`config.mk`:
```
export PLATFORM = sky130hd
export DESIGN_NAME = pipeline_ctrl
export DESIGN_NICKNAME = d
export VERILOG_FILES = /design/src/rtl/pipe_ctrl_pkg.sv /design/src/rtl/pipeline_ctrl_wait_timer.sv /design/src/rtl/pipeline_ctrl.sv
export SDC_FILE = /design/constraint.sdc
export NUM_CORES = 1
export LEC_CHECK = 0
export BUFFER_PORTS_ARGS = -buffer_cell sky130_fd_sc_hd__buf_2
export CORE_MARGIN = 8
export CORE_UTILIZATION = 40
export DETAILED_ROUTE_END_ITERATION = 8
export HOLD_SLACK_MARGIN = 0.12
export SETUP_SLACK_MARGIN = 0.3
export SYNTH_ARGS = -nofsm -noshare
export SYNTH_HDL_FRONTEND = slang
export SYNTH_SLANG_ARGS = --single-unit
```
`constraint.sdc`:
```
create_clock -name clk -period 3.7 [get_ports clk]
set_input_delay 0.925 -clock clk [delete_from_list [all_inputs] [get_ports clk]]
set_output_delay 0.925 -clock clk [all_outputs]
set_load 0.01 [all_outputs]
```
`src/rtl/pipe_ctrl_pkg.sv`:
```
// Shared types and constants for the pipeline hazard/stall controller.
// Optional feature macro used by the controller: PIPE_PERF_CNT_EN.
package pipe_ctrl_pkg;

  typedef enum logic [1:0] {
    ST_RUN      = 2'd0,
    ST_MEM_WAIT = 2'd1,
    ST_HALT     = 2'd2,
    ST_ERROR    = 2'd3
  } pipe_state_t;

  localparam int NUM_STAGES = 5;
  localparam int PERF_W     = 16;

  // Enable-vector bit positions, IF is the most significant stage
  localparam int STG_IF  = 4;
  localparam int STG_ID  = 3;
  localparam int STG_EX  = 2;
  localparam int STG_MEM = 1;
  localparam int STG_WB  = 0;

  localparam logic [NUM_STAGES-1:0] EN_NONE    = 5'b00000;
  localparam logic [NUM_STAGES-1:0] EN_ALL     = 5'b11111;
  localparam logic [NUM_STAGES-1:0] EN_WB_ONLY = 5'b00001;
  localparam logic [NUM_STAGES-1:0] EN_STALL   = 5'b00111;

endpackage

```
`src/rtl/pipeline_ctrl_wait_timer.sv`:
```
// Memory-wait cycle counter: load starts the count at 1, inc advances it,
// expired flags that the current count has reached the limit.
module wait_timer (
  input  logic       clk,
  input  logic       rst,
  input  logic       load,
  input  logic       inc,
  input  logic [7:0] limit,
  output logic       expired
);

  logic [7:0] count_q;
  logic [7:0] count_d;

  always_comb begin
    count_d = count_q;
    if (load) begin
      count_d = 8'd1;
    end else if (inc) begin
      count_d = count_q + 8'd1;
    end
  end

  always_ff @(posedge clk or posedge rst) begin
    if (rst) begin
      count_q <= 8'd0;
    end else begin
      count_q <= count_d;
    end
  end

  assign expired = (count_q == limit);

endmodule

```
`src/rtl/pipeline_ctrl.sv`:
```
// Five-stage pipeline control FSM: stalls, flushes, memory waits, halt and error.
// Define PIPE_PERF_CNT_EN to add saturating stall_cycles / flush_count outputs.
module pipeline_ctrl
  import pipe_ctrl_pkg::*;
#(
  parameter int MEM_TIMEOUT = 255
) (
  input  logic        clk,
  input  logic        rst,
  input  logic        stall_req,
  input  logic        branch_taken,
  input  logic        mem_req,
  input  logic        mem_ready,
  input  logic        halt_req,
  input  logic        resume,
  output logic        en_if,
  output logic        en_id,
  output logic        en_ex,
  output logic        en_mem,
  output logic        en_wb,
  output logic        flush_id,
  output logic        flush_ex,
  output logic        flush_mem,
  output logic [1:0]  state,
  output logic        halted,
`ifdef PIPE_PERF_CNT_EN
  output logic        err,
  output logic [15:0] stall_cycles,
  output logic [15:0] flush_count
`else
  output logic        err
`endif
);

  localparam logic [7:0] TIMEOUT_LIM = 8'(MEM_TIMEOUT);

  pipe_state_t           state_q, state_d;
  logic                  pend_branch_q, pend_branch_d;
  logic [NUM_STAGES-1:0] en_vec;
  logic                  fl_id, fl_ex, fl_mem;
  logic                  tmr_load, tmr_inc, tmr_expired;

  wait_timer u_wait_timer (
    .clk     (clk),
    .rst     (rst),
    .load    (tmr_load),
    .inc     (tmr_inc),
    .limit   (TIMEOUT_LIM),
    .expired (tmr_expired)
  );

  always_comb begin
    state_d       = state_q;
    pend_branch_d = pend_branch_q;
    en_vec        = EN_NONE;
    fl_id         = 1'b0;
    fl_ex         = 1'b0;
    fl_mem        = 1'b0;
    tmr_load      = 1'b0;
    tmr_inc       = 1'b0;
    unique case (state_q)
      ST_RUN: begin
        if (halt_req) begin
          en_vec  = EN_WB_ONLY;
          state_d = ST_HALT;
        end else if (mem_req && !mem_ready) begin
          tmr_load = 1'b1;
          state_d  = ST_MEM_WAIT;
        end else if (branch_taken) begin
          en_vec = EN_ALL;
          fl_id  = 1'b1;
          fl_ex  = 1'b1;
          fl_mem = 1'b1;
        end else if (stall_req) begin
          en_vec = EN_STALL;
          fl_ex  = 1'b1;
        end else begin
          en_vec = EN_ALL;
        end
      end
      ST_MEM_WAIT: begin
        // mem_ready wins over a simultaneous timeout
        if (mem_ready) begin
          en_vec        = EN_ALL;
          fl_id         = pend_branch_q | branch_taken;
          fl_ex         = pend_branch_q | branch_taken;
          fl_mem        = pend_branch_q | branch_taken;
          pend_branch_d = 1'b0;
          state_d       = ST_RUN;
        end else begin
          if (branch_taken) begin
            pend_branch_d = 1'b1;
          end
          if (tmr_expired) begin
            state_d = ST_ERROR;
          end else begin
            tmr_inc = 1'b1;
          end
        end
      end
      ST_HALT: begin
        if (resume) begin
          state_d = ST_RUN;
        end
      end
      ST_ERROR: begin
        state_d = ST_ERROR;
      end
      default: begin
        state_d = ST_RUN;
      end
    endcase
    // Everything is held quiet while reset is asserted
    if (rst) begin
      en_vec = EN_NONE;
      fl_id  = 1'b0;
      fl_ex  = 1'b0;
      fl_mem = 1'b0;
    end
  end

  always_ff @(posedge clk or posedge rst) begin
    if (rst) begin
      state_q       <= ST_RUN;
      pend_branch_q <= 1'b0;
    end else begin
      state_q       <= state_d;
      pend_branch_q <= pend_branch_d;
    end
  end

  assign en_if     = en_vec[STG_IF];
  assign en_id     = en_vec[STG_ID];
  assign en_ex     = en_vec[STG_EX];
  assign en_mem    = en_vec[STG_MEM];
  assign en_wb     = en_vec[STG_WB];
  assign flush_id  = fl_id;
  assign flush_ex  = fl_ex;
  assign flush_mem = fl_mem;
  assign state     = state_q;
  assign halted    = (state_q == ST_HALT) & ~rst;
  assign err       = (state_q == ST_ERROR) & ~rst;

`ifdef PIPE_PERF_CNT_EN
  function automatic logic [PERF_W-1:0] sat_inc(input logic [PERF_W-1:0] v);
    return (v == {PERF_W{1'b1}}) ? v : v + 1'b1;
  endfunction

  logic [PERF_W-1:0] stall_cnt_q, stall_cnt_d;
  logic [PERF_W-1:0] flush_cnt_q, flush_cnt_d;

  always_comb begin
    stall_cnt_d = stall_cnt_q;
    flush_cnt_d = flush_cnt_q;
    if (!en_if && (state_q != ST_HALT) && (state_q != ST_ERROR)) begin
      stall_cnt_d = sat_inc(stall_cnt_q);
    end
    if (flush_id) begin
      flush_cnt_d = sat_inc(flush_cnt_q);
    end
  end

  always_ff @(posedge clk or posedge rst) begin
    if (rst) begin
      stall_cnt_q <= '0;
      flush_cnt_q <= '0;
    end else begin
      stall_cnt_q <= stall_cnt_d;
      flush_cnt_q <= flush_cnt_d;
    end
  end

  assign stall_cycles = stall_cnt_q;
  assign flush_count  = flush_cnt_q;
`endif

endmodule

```
==> results.sh <==
export IMPL_final_area_sq_um=873.3
export IMPL_cts_tree="built"
export IMPL_crit_chain="buf_2, nor2_1, o211ai_1, a31oi_1, buf_2"
export IMPL_grt_pass1_wl_mm=2.960
export IMPL_max_stage_delay_ns=0.22
export IMPL_slew_headroom_pct=71.57
export IMPL_cap_violations=0
export IMPL_tns_ns=0
export IMPL_rrSetupSlack_ns=2.04
export IMPL_path_buf_inv=2
export IMPL_grt_use_met3_pct=2.366
export IMPL_synth_nets=97
export IMPL_period_share_pct=73.38
export IMPL_rsz0062_at_grt="false"
export IMPL_post_cts_buffers=0
export IMPL_grt_ovfl_total=0
export IMPL_grt_util_met1_pct=12.47
export IMPL_diodes=0
export IMPL_hold_end="pend_branch_q"
export IMPL_portBuffers=19
export IMPL_r2r_end="u_wait_timer.count_q[0]"
export IMPL_core_sq_um=1902
export IMPL_synth_edff_count=0
export IMPL_antenna_found_initial=0
export IMPL_netlist_area_leader_share_pct=35.37
export IMPL_cts_max_path_buffers=2
export IMPL_clock_skew_ns=0.002999
export IMPL_fp_dieH_microns=60.11
export IMPL_max_freq_mhz=368.3
export IMPL_place_area_sq_um=847.1
export IMPL_required_ns=2.77
export IMPL_drt_pass1_iterations=4
export IMPL_areaGrowthSynthToFinish_pct=12.22
export IMPL_power_mw=0.4989
export IMPL_postSynthCellCount=88
export IMPL_period_needed_ns=2.715
export IMPL_crit_top_cell="buf_2"
export IMPL_core_rowCount=16
export IMPL_post_cts_resized=0
export IMPL_slew_violations=0
export IMPL_syn_cell_area_sq_um=778.2
export IMPL_peakVddDrop_mv=0.3727
export IMPL_drt_iter0_markers=25
export IMPL_yosysUniqueCellTypes=37
export IMPL_cts_made_buffers=3
export IMPL_drtAntennaViolNets=0
export IMPL_nNetsFinal=113
export IMPL_layout_commonest_cell="buf_2"
export IMPL_initial_core_util_pct=40.92
export IMPL_rr_worst_depth=4
export IMPL_power_density_nw_per_um2=571.2
export IMPL_ios=20
export IMPL_vias=727
export IMPL_wl_per_cell_microns=13.75
export IMPL_synth_area_leaders="dfrtp_1 (35%), a311oi_1 (4.5%), inv_1 (4.3%), a31oi_1 (4.0%), a41oi_1 (3.4%)"
export IMPL_clk_pin_slew_ns=0.07
export IMPL_timing_hold_violations_final=0
export IMPL_grt_usage_pct=10.82
export IMPL_top_usage_layer="met2"
export IMPL_hpwl_mm=1.340
export IMPL_synth_seq_cells=11
export IMPL_die_x_microns=60.11
export IMPL_syn_avg_cell_area_sq_um=8.844
export IMPL_grt_max_degree=13
export IMPL_crit_type="in -> out"
export IMPL_rr_startpoint="u_wait_timer.count_q[0]"
export IMPL_synthFlopType="dfrtp_1"
export IMPL_clock_latency_ns=0.28
export IMPL_die_area_sq_um=3613
export IMPL_grtUsageMet2_pct=16.92
export IMPL_postCtsHoldBufs=0
export IMPL_drc_errors=0
export IMPL_ctsRootBufferMaster="clkbuf_4"
export IMPL_min_path_cells=2
export IMPL_crit_path_top_delay_cell="a31oi_1"
export IMPL_critPathTopFamily="compound AO/OA/AOI/OAI gates"
export IMPL_h_tree_depth=1
export IMPL_outcome="finished, final reports clean"
export IMPL_gp_congestion=0.7916
export IMPL_final_cell_mix="buf_2 (19), dfrtp_1 (11), inv_1 (9)"
export IMPL_synth_largest_area_cell="dfrtp_1"
export IMPL_wirelength_mm=1.787
export IMPL_cp_start_kind="primary input"
export IMPL_layout_drive_gt1_share_pct=26.21
export IMPL_yosys_warnings=0
export IMPL_end_kind="output pin"
export IMPL_worst_pin_slew_ns=0.4260
export IMPL_yosysSeqAreaShare_pct=35.37
export IMPL_grt_pass1_vias=676
export IMPL_viasPerCell=5.592
export IMPL_hp_start="pend_branch_q"
export IMPL_critical_path_max_fanout=4
export IMPL_cellLeakagePower_nw=0.3973
export IMPL_async_reset_ff_share_pct=100.0
export IMPL_clock_sinks=11
export IMPL_arrival_ns=1.79
export IMPL_finalSetupViolations=0
export IMPL_min_path_type="reg -> reg"
## cell type report
cell class,instances,area [sq um]
clock buffers,4,26.28
fillers,194,1028
inverters,9,33.78
multi-input cells,60,409.1
flip-flops and latches,11,275.3
well taps,27,33.78
repair buffers,19,95.09
## registers in the layout, summed over array words and instances, names as in the netlist
signal                count
pend_branch_q             1
u_wait_timer.count_q      8
state                     2
## metal layers
| metal | routed length, microns | up-vias | part of all wire [%] |
|---|---|---|---|
| met5 | 0 | - | 0 |
| met3 | 139 | 5 | 7.8 |
| met1 | 796 | 344 | 45 |
| met4 | 49 | 0 | 2.7 |
| li1 | - | 355 | - |
| met2 | 801 | 23 | 45 |
## cell families after synthesis
| logic type | count (synthesis) | synth area share [%] |
|---|---|---|
| AOI/OAI and AO/OA | 30 | 26.21 |
| adders and majority gates | 1 | 1.607 |
| buffers and inverters | 17 | 12.06 |
| DFF | 11 | 35.37 |
| muxes | 3 | 4.019 |
| and+or+nand+nor | 26 | 20.74 |
## cells in the mapped netlist, drive strengths merged (2+ instances only)
library cell  instances
mux2i                 2
a31oi                 5
dfrtp                11
a21oi                 5
a41oi                 3
nand2b                2
inv                   9
nand3                 3
nor2                  6
buf                   7
o21ai                 5
nor3                  2
nand2                 4
a211oi                3
a311oi                4
## worst register-to-register path, stage by stage (launching register included)
cell     delay [ns]
dfrtp_1        0.44
ha_1           0.36
nand3_1        0.13
o21ai_1        0.27
mux2_1         0.35
## through the flow
step	cells	worst slack (ns)	utilization, %	hold WS [ns]
floorplan	88	1.075	-	0.4921
global placement	126	1.059	44.54	0.5223
detailed placement	126	0.9785	44.54	0.5294
CTS	130	0.9786	45.92	0.5442
global route	130	0.8739	45.92	0.5860
finish	130	0.9848	45.92	0.5340
## report_power, final
part	internal, mW	leakage [nW]	switching (mW)	total (mW)
clock	0.0419	0.0150	0.0436	0.0855
combinational	0.0910	0.240	0.112	0.203
sequential	0.154	0.142	0.0566	0.210
## how the worst max path moves through the flow
stage,from,to,cells past startpoint
3_5_place_dp,rst,en_if,5
3_3_place_gp,mem_ready,flush_ex,5
4_1_cts,rst,en_if,5
5_1_grt,rst,en_if,5
6_report,rst,en_if,5
2_1_floorplan,rst,en_if,4
No activity file was read; power rests on OpenSTA's default activity.
